<file path="config.mk">
export PLATFORM = sky130hd
export DESIGN_NAME = mem_stage_flat
export DESIGN_NICKNAME = d
export VERILOG_FILES = /design/src/rtl/mem_stage_if.sv /design/src/rtl/mem_stage.sv /design/src/flat_wrapper.sv
export SDC_FILE = /design/constraint.sdc
export NUM_CORES = 1
export LEC_CHECK = 0
export CAP_MARGIN = 20
export CELL_PAD_IN_SITES_DETAIL_PLACEMENT = 0
export CELL_PAD_IN_SITES_GLOBAL_PLACEMENT = 1
export CORE_ASPECT_RATIO = 1.2
export CORE_UTILIZATION = 31
export DETAILED_ROUTE_END_ITERATION = 10
export PLACE_DENSITY = 0.8
export SLEW_MARGIN = 40
export SYNTH_ARGS = -nofsm -noshare
export SYNTH_HDL_FRONTEND = slang
export SYNTH_SLANG_ARGS = --single-unit
</file>
<file path="constraint.sdc">
create_clock -name clk -period 4.96 [get_ports clk]
set_input_delay 0.496 -clock clk [delete_from_list [all_inputs] [get_ports clk]]
set_output_delay 0.496 -clock clk [all_outputs]
set_load 0.005 [all_outputs]
</file>
<file path="src/rtl/mem_stage_if.sv">
// mem_stage_if: pipeline-side and data-memory-side signals of the MEM stage
interface mem_stage_if;
  logic [4:0]  mem_wd;
  logic        mem_wreg;
  logic [31:0] mem_wdata;
  logic [7:0]  mem_aluop;
  logic [31:0] mem_mem_addr;
  logic [31:0] mem_reg2;
  logic [31:0] mem_pc;
  logic [5:0]  stall;
  logic        dm_ack;
  logic [31:0] dm_rdata;
  logic [4:0]  wb_wd;
  logic        wb_wreg;
  logic [31:0] wb_wdata;
  logic [31:0] wb_pc;
  logic        dm_req;
  logic        dm_we;
  logic [31:0] dm_addr;
  logic [3:0]  dm_sel;
  logic [31:0] dm_wdata;
  logic        stallreq;
  logic        addr_err;
  logic        bus_err;
  modport master (
    output mem_wd, mem_wreg, mem_wdata, mem_aluop, mem_mem_addr, mem_reg2, mem_pc, stall, dm_ack, dm_rdata,
    input  wb_wd, wb_wreg, wb_wdata, wb_pc, dm_req, dm_we, dm_addr, dm_sel, dm_wdata, stallreq, addr_err, bus_err
  );
  modport slave (
    input  mem_wd, mem_wreg, mem_wdata, mem_aluop, mem_mem_addr, mem_reg2, mem_pc, stall, dm_ack, dm_rdata,
    output wb_wd, wb_wreg, wb_wdata, wb_pc, dm_req, dm_we, dm_addr, dm_sel, dm_wdata, stallreq, addr_err, bus_err
  );
endinterface

</file>
<file path="src/rtl/mem_stage.sv">
// mem_stage: MEM pipeline stage with data-memory handshake, load extension and access timeout
module mem_stage (
  input logic        clk,
  input logic        rst,
  mem_stage_if.slave bus
);
  localparam logic [7:0] OP_LB  = 8'hE0;
  localparam logic [7:0] OP_LH  = 8'hE1;
  localparam logic [7:0] OP_LW  = 8'hE3;
  localparam logic [7:0] OP_LBU = 8'hE4;
  localparam logic [7:0] OP_LHU = 8'hE5;
  localparam logic [7:0] OP_SB  = 8'hE8;
  localparam logic [7:0] OP_SH  = 8'hE9;
  localparam logic [7:0] OP_SW  = 8'hEB;
  typedef enum logic [1:0] {S_IDLE, S_WAIT, S_DONE} state_t;
  state_t      state_q, state_d;
  logic [7:0]  cnt_q, cnt_d;
  logic [31:0] data_q, data_d;
  logic        err_q, err_d;
  logic [7:0]  op_q;
  logic [1:0]  lo_q;
  logic        we_q, wreg_q;
  logic [31:0] addr_q, wdata_q;
  logic [3:0]  sel_q;
  logic [4:0]  wd_q;
  logic        is_ld, is_st, is_b, is_h, mis;
  logic [3:0]  sel;
  logic [31:0] st_data, sh, ld_data;
  logic        unused;
  assign unused = ^{bus.stall[5], bus.stall[3:0]};
  // decode the incoming op and extract the addressed lanes of the returned word
  always_comb begin
    is_ld   = bus.mem_aluop inside {OP_LB, OP_LBU, OP_LH, OP_LHU, OP_LW};
    is_st   = bus.mem_aluop inside {OP_SB, OP_SH, OP_SW};
    is_b    = bus.mem_aluop inside {OP_LB, OP_LBU, OP_SB};
    is_h    = bus.mem_aluop inside {OP_LH, OP_LHU, OP_SH};
    mis     = (is_ld | is_st) & (is_h ? bus.mem_mem_addr[0] : !is_b & |bus.mem_mem_addr[1:0]);
    sel     = is_b ? 4'b0001 << bus.mem_mem_addr[1:0] : is_h ? (bus.mem_mem_addr[1] ? 4'b1100 : 4'b0011) : 4'b1111;
    st_data = is_b ? {4{bus.mem_reg2[7:0]}} : is_h ? {2{bus.mem_reg2[15:0]}} : bus.mem_reg2;
    sh      = bus.dm_rdata >> {lo_q, 3'b000};
    ld_data = op_q == OP_LB  ? {{24{sh[7]}}, sh[7:0]} :
              op_q == OP_LBU ? {24'b0, sh[7:0]} :
              op_q == OP_LH  ? {{16{sh[15]}}, sh[15:0]} :
              op_q == OP_LHU ? {16'b0, sh[15:0]} : bus.dm_rdata;
  end
  // next state and outputs; IDLE drives the bus from inputs, WAIT/DONE from the captured request
  always_comb begin
    state_d      = state_q;
    cnt_d        = cnt_q;
    data_d       = data_q;
    err_d        = err_q;
    bus.wb_wd    = bus.mem_wd;
    bus.wb_wreg  = bus.mem_wreg;
    bus.wb_wdata = bus.mem_wdata;
    bus.wb_pc    = bus.mem_pc;
    bus.dm_req   = 1'b0;
    bus.dm_we    = is_st;
    bus.dm_addr  = {bus.mem_mem_addr[31:2], 2'b00};
    bus.dm_sel   = sel;
    bus.dm_wdata = st_data;
    bus.stallreq = 1'b0;
    bus.addr_err = 1'b0;
    bus.bus_err  = 1'b0;
    case (state_q)
      S_IDLE: begin
        if (is_st | mis) bus.wb_wreg = 1'b0;
        if (mis) bus.addr_err = 1'b1;
        if ((is_ld | is_st) & !mis) begin
          bus.dm_req   = 1'b1;
          bus.stallreq = 1'b1;
          cnt_d        = 8'd0;
          err_d        = 1'b0;
          state_d      = S_WAIT;
        end
      end
      S_WAIT: begin
        bus.dm_req   = 1'b1;
        bus.stallreq = 1'b1;
        bus.dm_we    = we_q;
        bus.dm_addr  = addr_q;
        bus.dm_sel   = sel_q;
        bus.dm_wdata = wdata_q;
        bus.wb_wd    = wd_q;
        bus.wb_wreg  = wreg_q;
        bus.wb_wdata = data_q;
        if (bus.dm_ack) begin
          data_d  = ld_data;
          state_d = S_DONE;
        end else if (cnt_q == 8'hFF) begin
          bus.bus_err = 1'b1;
          err_d       = 1'b1;
          state_d     = S_DONE;
        end else cnt_d = cnt_q + 8'd1;
      end
      S_DONE: begin
        bus.dm_we    = we_q;
        bus.dm_addr  = addr_q;
        bus.dm_sel   = sel_q;
        bus.dm_wdata = wdata_q;
        bus.wb_wd    = wd_q;
        bus.wb_wreg  = wreg_q & ~err_q;
        bus.wb_wdata = data_q;
        if (!bus.stall[4]) state_d = S_IDLE;
      end
      default: state_d = S_IDLE;
    endcase
  end
  // FSM, timeout counter and load result registers
  always_ff @(posedge clk) begin
    if (rst) begin
      state_q <= S_IDLE;
      cnt_q   <= 8'd0;
      data_q  <= 32'd0;
      err_q   <= 1'b0;
    end else begin
      state_q <= state_d;
      cnt_q   <= cnt_d;
      data_q  <= data_d;
      err_q   <= err_d;
    end
  end
  // capture the request while idle so the bus stays stable for the whole access
  always_ff @(posedge clk) begin
    if (state_q == S_IDLE) begin
      op_q    <= bus.mem_aluop;
      lo_q    <= bus.mem_mem_addr[1:0];
      we_q    <= is_st;
      wreg_q  <= bus.mem_wreg & is_ld;
      addr_q  <= {bus.mem_mem_addr[31:2], 2'b00};
      sel_q   <= sel;
      wdata_q <= st_data;
      wd_q    <= bus.mem_wd;
    end
  end
endmodule

</file>
<file path="src/flat_wrapper.sv">
// flat-port wrapper written by rule: the top's interface ports become plain ports
module mem_stage_flat 
  (clk, rst, bus_mem_wd, bus_mem_wreg, bus_mem_wdata, bus_mem_aluop, bus_mem_mem_addr, bus_mem_reg2, bus_mem_pc, bus_stall, bus_dm_ack, bus_dm_rdata, bus_wb_wd, bus_wb_wreg, bus_wb_wdata, bus_wb_pc, bus_dm_req, bus_dm_we, bus_dm_addr, bus_dm_sel, bus_dm_wdata, bus_stallreq, bus_addr_err, bus_bus_err);
  mem_stage_if bus_i ();
  input logic clk;
  input logic rst;
  input wire logic [$bits(bus_i.mem_wd)-1:0] bus_mem_wd;
  input wire logic [$bits(bus_i.mem_wreg)-1:0] bus_mem_wreg;
  input wire logic [$bits(bus_i.mem_wdata)-1:0] bus_mem_wdata;
  input wire logic [$bits(bus_i.mem_aluop)-1:0] bus_mem_aluop;
  input wire logic [$bits(bus_i.mem_mem_addr)-1:0] bus_mem_mem_addr;
  input wire logic [$bits(bus_i.mem_reg2)-1:0] bus_mem_reg2;
  input wire logic [$bits(bus_i.mem_pc)-1:0] bus_mem_pc;
  input wire logic [$bits(bus_i.stall)-1:0] bus_stall;
  input wire logic [$bits(bus_i.dm_ack)-1:0] bus_dm_ack;
  input wire logic [$bits(bus_i.dm_rdata)-1:0] bus_dm_rdata;
  output wire logic [$bits(bus_i.wb_wd)-1:0] bus_wb_wd;
  output wire logic [$bits(bus_i.wb_wreg)-1:0] bus_wb_wreg;
  output wire logic [$bits(bus_i.wb_wdata)-1:0] bus_wb_wdata;
  output wire logic [$bits(bus_i.wb_pc)-1:0] bus_wb_pc;
  output wire logic [$bits(bus_i.dm_req)-1:0] bus_dm_req;
  output wire logic [$bits(bus_i.dm_we)-1:0] bus_dm_we;
  output wire logic [$bits(bus_i.dm_addr)-1:0] bus_dm_addr;
  output wire logic [$bits(bus_i.dm_sel)-1:0] bus_dm_sel;
  output wire logic [$bits(bus_i.dm_wdata)-1:0] bus_dm_wdata;
  output wire logic [$bits(bus_i.stallreq)-1:0] bus_stallreq;
  output wire logic [$bits(bus_i.addr_err)-1:0] bus_addr_err;
  output wire logic [$bits(bus_i.bus_err)-1:0] bus_bus_err;
  assign bus_i.mem_wd = bus_mem_wd;
  assign bus_i.mem_wreg = bus_mem_wreg;
  assign bus_i.mem_wdata = bus_mem_wdata;
  assign bus_i.mem_aluop = bus_mem_aluop;
  assign bus_i.mem_mem_addr = bus_mem_mem_addr;
  assign bus_i.mem_reg2 = bus_mem_reg2;
  assign bus_i.mem_pc = bus_mem_pc;
  assign bus_i.stall = bus_stall;
  assign bus_i.dm_ack = bus_dm_ack;
  assign bus_i.dm_rdata = bus_dm_rdata;
  assign bus_wb_wd = bus_i.wb_wd;
  assign bus_wb_wreg = bus_i.wb_wreg;
  assign bus_wb_wdata = bus_i.wb_wdata;
  assign bus_wb_pc = bus_i.wb_pc;
  assign bus_dm_req = bus_i.dm_req;
  assign bus_dm_we = bus_i.dm_we;
  assign bus_dm_addr = bus_i.dm_addr;
  assign bus_dm_sel = bus_i.dm_sel;
  assign bus_dm_wdata = bus_i.dm_wdata;
  assign bus_stallreq = bus_i.stallreq;
  assign bus_addr_err = bus_i.addr_err;
  assign bus_bus_err = bus_i.bus_err;
  mem_stage u_core (.clk(clk), .rst(rst), .bus(bus_i));
endmodule
</file>
==> results.txt, run 1 <==
Register Area - 0.00335 mm2
ANT cells - 0
fraction of registers with async set or reset after synthesis - 0
Max clock buf depth - 2
CP top delay family - simple AND/OR/NAND/NOR gates
CP max stage cell - clkdlybuf4s50_1
Finished Layout Cells - 1141
die area - 0.0234 mm2
Seq/Total Area, Yosys - 0.475
Post-Route Setup TNS - 0 ns
area of the multi-input gates - 0.00319 mm2
DRC viols - 0
CTS tree - yes
Clock H-tree levels - 4
clk slew on worst S/H paths - 0.06 ns
Clock Latency Late Sink - 0.42 ns
largest net degree at the start of global routing - 72
RSZ-0062 raised after global routing - no
DP Worst Slack - 1.15 ns
Critical Path End Type - primary output
Vias/cell - 4.95
placed cell areas - 0.00955 mm2
leading area contributor after synthesis - edfxtp_1
Slew headroom - 0.505
Yosys reg bits - 126
Die Ht - 167 um
total length of routed wires - 19.8 mm
synth warn - 0
Min-Delay Path Class - reg -> reg
Synth top area share - 0.353
Data required, critical path - 4.46 ns
initial core utilization - 0.315
Max Clock Freq - 0.264 GHz
Arr. time, crit path - 3.29 ns
dpl hpwl - 13.9 mm
status - finished clean
Netlist cell types - 58
post-placement cell count - 1108
initial antenna violation count - 0
Setup WS post-layout - 1.18 ns
Least-Margin Pin Slew - 0.740 ns
synthesized area per cell - 10.9 um2
fin nets - 1037
Syn-to-layout area delta - 44.1%
HP Start - u_core.data_q[19]$_SDFFE_PP0P_
EDFF count, synth - 83
number of endpoints failing setup at the final stage - 0
Post-Synthesis Cells - 647
VDD IR max - 221 uV
Port Buf Inserts - 254
Primary FF master, synth - edfxtp_1
layout cells sized above 1 - 0.210
Setup CP Type - in -> out
WP buf/inv - 2
Max Clock Skew - 0.0106 ns
Mapped Area - 0.00706 mm2
most common library cells after synthesis - mux2_2, edfxtp_1, nand2_1
Total GRT Usage - 0.170
Post-CTS Setup Inserts - 0
fin area - 0.0102 mm2
Final Cycle Share - 0.763
final worst path period need - 3.78 ns
Routed Antenna Nets - 0
wire per inst - 17.3 um
Layout Utilization - 0.455
hold-fix buffers at CTS - 0
I/O pin cnt - 326
DR pass1 iterations - 5
# rows - 60
fin. max-slew vios - 0
global-route wire length before repair - 31.3 mm
Root Buffer - clkbuf_16
most instantiated library cell after synthesis - mux2_2
post-CTS sizing - 0
Cell Chain, Critical Path - clkdlybuf4s50_1, and4b_1, nand2_2, nor2_4, mux2_2, mux2_2, clkdlybuf4s50_1
core area - 0.0224 mm2
fillers - 2135
max-cap viol count - 0
clk sink count - 126
Reg2Reg Launch Point - u_core.state_q[1]$_SDFFE_PP0P_
chip width - 140 um
Lkg Pwr - 3.61 nW
Final Hold Violating Endpoints - 0
total gr overflow - 0
CTS Buf Count - 17
vias in the first global route - 5846
largest cells by area after synthesis - edfxtp_1, mux2_2, dfxtp_1
Max FO, Critical Path - 25
startpoint types - input port
Initial DRC Count - 363
Placer Congestion - 0.795
CP max stage delay - 0.49 ns
Critical Path Source - bus_mem_aluop[5]
via count - 5648
Power Dens Cells - 284 mW/mm2
[layout by cell type (no fill, tap or decap), types with 3 or more instances in the layout]
master,n
clkinvlp_4,3
nand3b_1,3
ha_1,4
dfxtp_1,43
mux2_2,118
a211oi_1,4
a31oi_1,10
nor2_1,19
nor2b_1,12
nand2b_1,3
o21ai_0,40
edfxtp_1,83
a31oi_2,10
inv_1,19
and2_1,3
clkbuf_16,17
mux2i_1,13
o2111ai_1,4
a21oi_1,40
clkinv_4,5
nand3_1,9
nor3_1,4
nand2_1,76
bufinv_16,3
clkdlybuf4s50_1,253
inv_6,3
a22oi_1,8
o2bb2ai_1,7
[final timing paths]
path                                     to  slack (ns)  depth (start not counted)
min          u_core.data_q[19]$_SDFFE_PP0P_        0.48                          2
max                         bus_dm_wdata[8]        1.18                          7
max reg2reg    u_core.cnt_q[4]$_SDFFE_PP0P_        2.30                          7
min reg2reg  u_core.data_q[19]$_SDFFE_PP0P_        0.48                          2
[worst register-to-register path: cells and delay by family, from the launching register on]
kind / cells / cell delay [ns]
AND/OR/NAND/NOR: 1 / 0.64
multiplexers: 1 / 0.23
AO/OA/AOI/OAI: 3 / 0.81
flip-flops: 1 / 0.36
buffers and inverters: 1 / 0.10
adder cells (fa/ha/maj): 1 / 0.39
[metrics by stage]
step | total power (W) | hold WS (ns)
after global placement | 0.00159 | 0.462
final | 0.00289 | 0.482
after CTS | 0.00292 | 0.480
after detailed placement | 0.00160 | 0.469
after global routing | 0.00299 | 0.512
after floorplan | 0.00136 | 0.450
[registers in the layout (all words and copies together) (netlist names)]
signal	count
u_core.sel_q	4
u_core.op_q	8
u_core.lo_q	2
u_core.err_q	1
u_core.wreg_q	1
u_core.addr_q	30
u_core.wdata_q	32
u_core.state_q	2
u_core.cnt_q	8
u_core.data_q	32
u_core.wd_q	5
u_core.we_q	1
[cell type report]
type                       count  area share
clock buffer                  17      0.0418
clock inverter                15      0.0183
inverter                      20     0.00738
multi-input combinational    426       0.314
sequential                   126       0.330
tap                          279      0.0343
timing repair buffer         258       0.254
[where the power goes]
group	switching, W	internal, W
clock	0.000514	0.000797
sequential	0.0000174	0.00116
combinational	0.000138	0.000257
total	0.000669	0.00222
[cell families after synthesis]
family          after synthesis  share of synthesized area
compound gates              143                      0.137
fa+ha+maj                     5                    0.00886
buf+inv                      96                     0.0759
flops                       126                      0.475
mux                         131                      0.207
other cells                   1                   0.000531
simple gates                145                     0.0961
[routing by layer]
layer | routed length [um] | up-vias | global-route usage | part of all wire
met3 | 1520 | 32 | 0.0512 | 0.077
met5 | 0 | - | 0 | 0
met1 | 8350 | 2652 | 0.205 | 0.42
met4 | 420 | 0 | 0.0602 | 0.021
li1 | - | 2738 | - | -
met2 | 9470 | 226 | 0.286 | 0.48
Power figures use the tool's default switching activity.
==> run 2, diff against run 1 <==
Clock period 4.96 ns to 3.7 ns, I/O delays scaled along.
==> run 2 against run 1 <==
Effect of this change:
- critical endpoint is now bus_dm_wdata[15]
- critical path depth stayed put
- non-clock buffer count is 6 higher
- sequential cell count did not move
==> results.txt, run 2 (synthesized netlist as in run 1, its figures left out) <==
CP top delay family - buffers and inverters (was simple AND/OR/NAND/NOR gates)
status - finished clean (unchanged)
WP buf/inv - 2 (unchanged)
Post-CTS Setup Inserts - 0 (unchanged)
max-cap viol count - 0 (unchanged)
I/O pin cnt - 326 (unchanged)
Setup CP Type - in -> out (unchanged)
# rows - 60 (unchanged)
via count - 5574 (was 5648)
Max Clock Skew - 0.0100 ns (was 0.0106 ns)
Port Buf Inserts - 254 (unchanged)
Final Power - 0.00390 W (was 0.00289 W)
Final Hold Violating Endpoints - 0 (unchanged)
DR pass1 iterations - 5 (unchanged)
Total GRT Usage - 0.170 (about the same)
final worst path period need - 3.16 ns
Placer Congestion - 0.805 (was 0.795)
wire per inst - 17.0 um (was 17.3 um)
core area - 0.0224 mm2 (unchanged)
chip width - 140 um (unchanged)
largest net degree at the start of global routing - 49 (was 72)
CTS Buf Count - 17 (unchanged)
Final Cycle Share - 0.855
Lkg Pwr - 3.64 nW (was 3.61 nW)
dpl hpwl - 14.1 mm (was 13.9 mm)
CP max stage delay - 0.49 ns (about the same)
ANT cells - 0 (unchanged)
global-route wire length before repair - 30.9 mm (was 31.3 mm)
layout cells sized above 1 - 0.213 (was 0.210)
Root Buffer - clkbuf_16 (unchanged)
Clock Latency Late Sink - 0.41 ns (was 0.42 ns)
startpoint types - input port (unchanged)
number of endpoints failing setup at the final stage - 0 (unchanged)
VDD IR max - 308 uV (was 221 uV)
commonest non-fill, non-tap cell in the layout - clkdlybuf4s50_1 (unchanged)
Min-Delay Path Class - reg -> reg (unchanged)
Arr. time, crit path - 2.79 ns (was 3.29 ns)
Data required, critical path - 3.33 ns (was 4.46 ns)
hold-fix buffers at CTS - 0 (unchanged)
clk slew on worst S/H paths - 0.06 ns (about the same)
clk sink count - 126 (unchanged)
Die Ht - 167 um (unchanged)
Clock H-tree levels - 4 (unchanged)
DRC viols - 0 (unchanged)
total gr overflow - 0 (unchanged)
fin nets - 1043 (was 1037)
Syn-to-layout area delta - 44.8% (was 44.1%)
Post-Route Setup TNS - 0 ns (unchanged)
Initial DRC Count - 284 (was 363)
Routed Antenna Nets - 0 (unchanged)
Slew headroom - 0.513 (was 0.505)
fin area - 0.0102 mm2 (about the same)
CTS tree - yes (unchanged)
Cell Chain, Critical Path - clkdlybuf4s50_1, and4b_1, nand2_2, nor2_4, mux2_2, mux2_2, clkdlybuf4s50_1 (unchanged)
Vias/cell - 4.86 (was 4.95)
initial antenna violation count - 0 (unchanged)
Max clock buf depth - 2 (unchanged)
FF-to-FF setup slack - 1.12 ns (was 2.30 ns)
Least-Margin Pin Slew - 0.731 ns (was 0.740 ns)
die area - 0.0234 mm2 (unchanged)
Power Dens Cells - 382 mW/mm2 (was 284 mW/mm2)
most frequent cells in the layout - clkdlybuf4s50_1, mux2_2, edfxtp_1, nand2_1, dfxtp_1 (unchanged)
RSZ-0062 raised after global routing - no (unchanged)
total length of routed wires - 19.5 mm (was 19.8 mm)
placed cell areas - 0.00959 mm2 (was 0.00955 mm2)
CP max stage cell - clkdlybuf4s50_1 (unchanged)
Critical Path End Type - primary output (unchanged)
Max FO, Critical Path - 8 (was 25)
fin. max-slew vios - 0 (unchanged)
Largest regs - u_core.data_q: 32 flops, u_core.wdata_q: 32 flops, u_core.addr_q: 30 flops (unchanged)
post-CTS sizing - 0 (unchanged)
initial core utilization - 0.315 (unchanged)
Max Clock Freq - 0.316 GHz
vias in the first global route - 5671 (was 5846)
==> run 2: cell types whose count changed in the layout (fill, tap and decap cells not counted) <==
cell,before,now
clkdlybuf4s50_1,253,254
bufinv_16,3,4
clkinv_2,0,2
clkbuf_1,0,2
clkinv_4,5,1
buf_4,1,9
buf_6,2,0
clkinv_1,1,0
buf_2,1,0
==> run 2: stage by stage <==
| step | utilization | instances | hold WS, ns | setup WS [ns] |
|---|---|---|---|---|
| after detailed placement | 0.429 | 1115 | 0.466 | 0.518 |
| after global placement | 0.429 | 1115 | 0.462 | 0.538 |
| after floorplan | - | 648 | 0.450 | 0.842 |
| final | 0.457 | 1147 | 0.476 | 0.535 |
| after CTS | 0.457 | 1147 | 0.475 | 0.498 |
| after global routing | 0.457 | 1147 | 0.488 | 0.382 |
==> run 2: worst paths after layout <==
path,from,endpoint,cells after the start
worst min-delay path,u_core.data_q[20]$_SDFFE_PP0P_,u_core.data_q[20]$_SDFFE_PP0P_,2
worst min register to register,u_core.data_q[20]$_SDFFE_PP0P_,u_core.data_q[20]$_SDFFE_PP0P_,2
worst max-delay path,bus_mem_aluop[6],bus_dm_wdata[15],7
worst max register to register,u_core.state_q[1]$_SDFFE_PP0P_,u_core.cnt_q[6]$_SDFFE_PP0P_,7
==> run 2: metal layers <==
metal  GRT usage  vias up  routed length (um)
met3      0.0560       20                1360
met4      0.0573        0                 315
met5           0        -                   0
met1       0.202     2606                8260
met2       0.287      187                9570
li1            -     2761                   -
==> run 2: worst register-to-register path, stage by stage (launching register included) <==
cell and delay (ns):
dfxtp_1 0.36, inv_1 0.11, ha_1 0.37, nand2_1 0.61, o221a_2 0.35, a21boi_2 0.35, mux2i_1 0.23, a21oi_1 0.08
==> run 2: power by group <==
group	internal, W	leakage, nW	switching (W)
Sequential	0.00156	1.22	0.0000217
Combinational	0.000347	2.13	0.000185
Clock	0.00113	0.294	0.000659
==> run 2: cell type report <==
type                    instances  area, um2
multi-input cells             426       3190
repair buffers                264       2630
fillers                      2108      12200
flip-flops and latches        126       3350
clock inverters                13        188
inverters                      20       75.1
clock buffers                  19        433
well taps                     279        349
==> run 3, diff against run 2 <==
Clock period 3.7 ns to 3.4 ns, I/O delays scaled along.
==> run 3 against run 2 <==
Effect of this change:
- sequential share of layout area fell by 0.15 points
- die area stayed put
- routed wire length is 0.85% higher
- non-clock buffer count rose by 2
- cell area grew 0.46%
- worst setup slack got worse by 0.19 ns
- utilization increased by 0.21 points
- critical path type is now reg -> out
==> results.txt, run 3 (synthesized netlist as in run 1, its figures left out) <==
post-CTS sizing - 0 (unchanged)
Max Clock Skew - 0.0134 ns (was 0.0100 ns)
total length of routed wires - 19.7 mm (was 19.5 mm)
Largest regs - u_core.data_q: 32 flops, u_core.wdata_q: 32 flops, u_core.addr_q: 30 flops (unchanged)
Port Buf Inserts - 254 (unchanged)
Arr. time, crit path - 2.71 ns (was 2.79 ns)
area of the multi-input gates - 0.00319 mm2 (unchanged)
clk slew on worst S/H paths - 0.06 ns (about the same)
number of endpoints failing setup at the final stage - 0 (unchanged)
core area - 0.0224 mm2 (unchanged)
via count - 5585 (was 5574)
CP top delay family - buffers and inverters (unchanged)
layout cells sized above 1 - 0.213 (unchanged)
fin nets - 1045 (was 1043)
VDD IR max - 323 uV (was 308 uV)
Post-Route Setup TNS - 0 ns (unchanged)
RSZ-0062 raised after global routing - no (unchanged)
Max Clock Freq - 0.328 GHz
Post-CTS Setup Inserts - 0 (unchanged)
global-route wire length before repair - 30.7 mm (was 30.9 mm)
Least-Margin Pin Slew - 0.704 ns (was 0.731 ns)
Vias/cell - 4.87 (was 4.86)
Power Dens Cells - 416 mW/mm2 (was 382 mW/mm2)
Setup CP Type - reg -> out (was in -> out)
Total GRT Usage - 0.169 (was 0.170)
wire per inst - 17.2 um (was 17.0 um)
Clock Latency Late Sink - 0.42 ns (was 0.41 ns)
HP Start - u_core.data_q[19]$_SDFFE_PP0P_ (was u_core.data_q[20]$_SDFFE_PP0P_)
fillers - 2127 (was 2108)
final worst path period need - 3.05 ns
chip width - 140 um (unchanged)
Initial DRC Count - 274 (was 284)
Min-Delay Path Class - reg -> reg (unchanged)
Layout Utilization - 0.459 (was 0.457)
Root Buffer - clkbuf_16 (unchanged)
ANT cells - 0 (unchanged)
WP buf/inv - 3 (was 2)
max-cap viol count - 0 (unchanged)
DR pass1 iterations - 4 (was 5)
Critical Path End Type - primary output (unchanged)
Final Cycle Share - 0.898
hold-fix buffers at CTS - 0 (unchanged)
Lkg Pwr - 3.67 nW (was 3.64 nW)
die area - 0.0234 mm2 (unchanged)
Max clock buf depth - 2 (unchanged)
startpoint types - flip-flop (was input port)
CP max stage delay - 0.62 ns (was 0.49 ns)
CTS tree - yes (unchanged)
DRC viols - 0 (unchanged)
initial core utilization - 0.315 (unchanged)
fin. max-slew vios - 0 (unchanged)
status - finished clean (unchanged)
hold slack - 0.478 ns (was 0.476 ns)
Routed Antenna Nets - 0 (unchanged)
Slew headroom - 0.530 (was 0.513)
Data required, critical path - 3.06 ns (was 3.33 ns)
dpl hpwl - 14.0 mm (was 14.1 mm)
Register Area - 0.00335 mm2 (unchanged)
Syn-to-layout area delta - 45.5% (was 44.8%)
vias in the first global route - 5606 (was 5671)
initial antenna violation count - 0 (unchanged)
commonest non-fill, non-tap cell in the layout - clkdlybuf4s50_1 (unchanged)
Reg2Reg Launch Point - u_core.state_q[0]$_SDFFE_PP0P_ (was u_core.state_q[1]$_SDFFE_PP0P_)
Final Hold Violating Endpoints - 0 (unchanged)
# rows - 60 (unchanged)
clk sink count - 126 (unchanged)
CTS Buf Count - 17 (unchanged)
Clock H-tree levels - 4 (unchanged)
Die Ht - 167 um (unchanged)
Max FO, Critical Path - 40 (was 8)
Cell Chain, Critical Path - inv_1, ha_4, buf_12, mux2_2, clkdlybuf4s50_1 (was clkdlybuf4s50_1, and4b_1, nand2_2, nor2_4, mux2_2, mux2_2, clkdlybuf4s50_1)
Final Power - 0.00427 W (was 0.00390 W)
total gr overflow - 0 (unchanged)
I/O pin cnt - 326 (unchanged)
largest net degree at the start of global routing - 64 (was 49)
Critical Path Source - u_core.state_q[0]$_SDFFE_PP0P_ (was bus_mem_aluop[6])
CP max stage cell - ha_4 (was clkdlybuf4s50_1)
most frequent cells in the layout - clkdlybuf4s50_1, mux2_2, edfxtp_1, nand2_1, dfxtp_1 (unchanged)
Placer Congestion - 0.820 (was 0.805)
==> run 3: layer usage <==
layer,vias up,part of all wire,track usage
met2,204,0.49,0.289
met1,2605,0.42,0.198
met5,-,0,0
li1,2755,-,-
met4,0,0.015,0.0540
met3,21,0.075,0.0583
==> run 3: tightest hold or removal path: cells and delay by family (launching register included) <==
family,cells,cell delay (ns)
compound gates,1,0.07
flops,1,0.30
simple gates,1,0.05
==> run 3: final timing paths <==
kind / cells after the start / end / slack, ns
worst max-delay path: 5 / bus_dm_wdata[16] / 0.35
worst max register to register: 6 / u_core.cnt_q[1]$_SDFFE_PP0P_ / 1.22
worst min-delay path: 2 / u_core.data_q[19]$_SDFFE_PP0P_ / 0.48
worst min register to register: 2 / u_core.data_q[19]$_SDFFE_PP0P_ / 0.48
==> run 3: final cells by class <==
| type | instances | share of cell area |
|---|---|---|
| Clock buffer | 18 | 0.0418 |
| Sequential cell | 126 | 0.327 |
| Timing Repair Buffer | 266 | 0.260 |
| Clock inverter | 12 | 0.0190 |
| Inverter | 20 | 0.00731 |
| Multi-Input combinational cell | 426 | 0.311 |
| Tap cell | 279 | 0.0340 |
==> run 3: stage by stage <==
step / instance area (um2) / setup WS [ns] / cells
after global routing: 10300 / 0.192 / 1147
after floorplan: 7060 / 0.572 / 648
after CTS: 10300 / 0.287 / 1147
final: 10300 / 0.347 / 1147
after detailed placement: 9630 / 0.391 / 1117
after global placement: 9630 / 0.399 / 1117
==> run 3: report_power, final <==
group          internal [W]  switching (W)  leakage, nW
registers           0.00170      0.0000235         1.22
clock network       0.00129       0.000679        0.307
logic              0.000380       0.000204         2.15
total               0.00336       0.000907         3.67
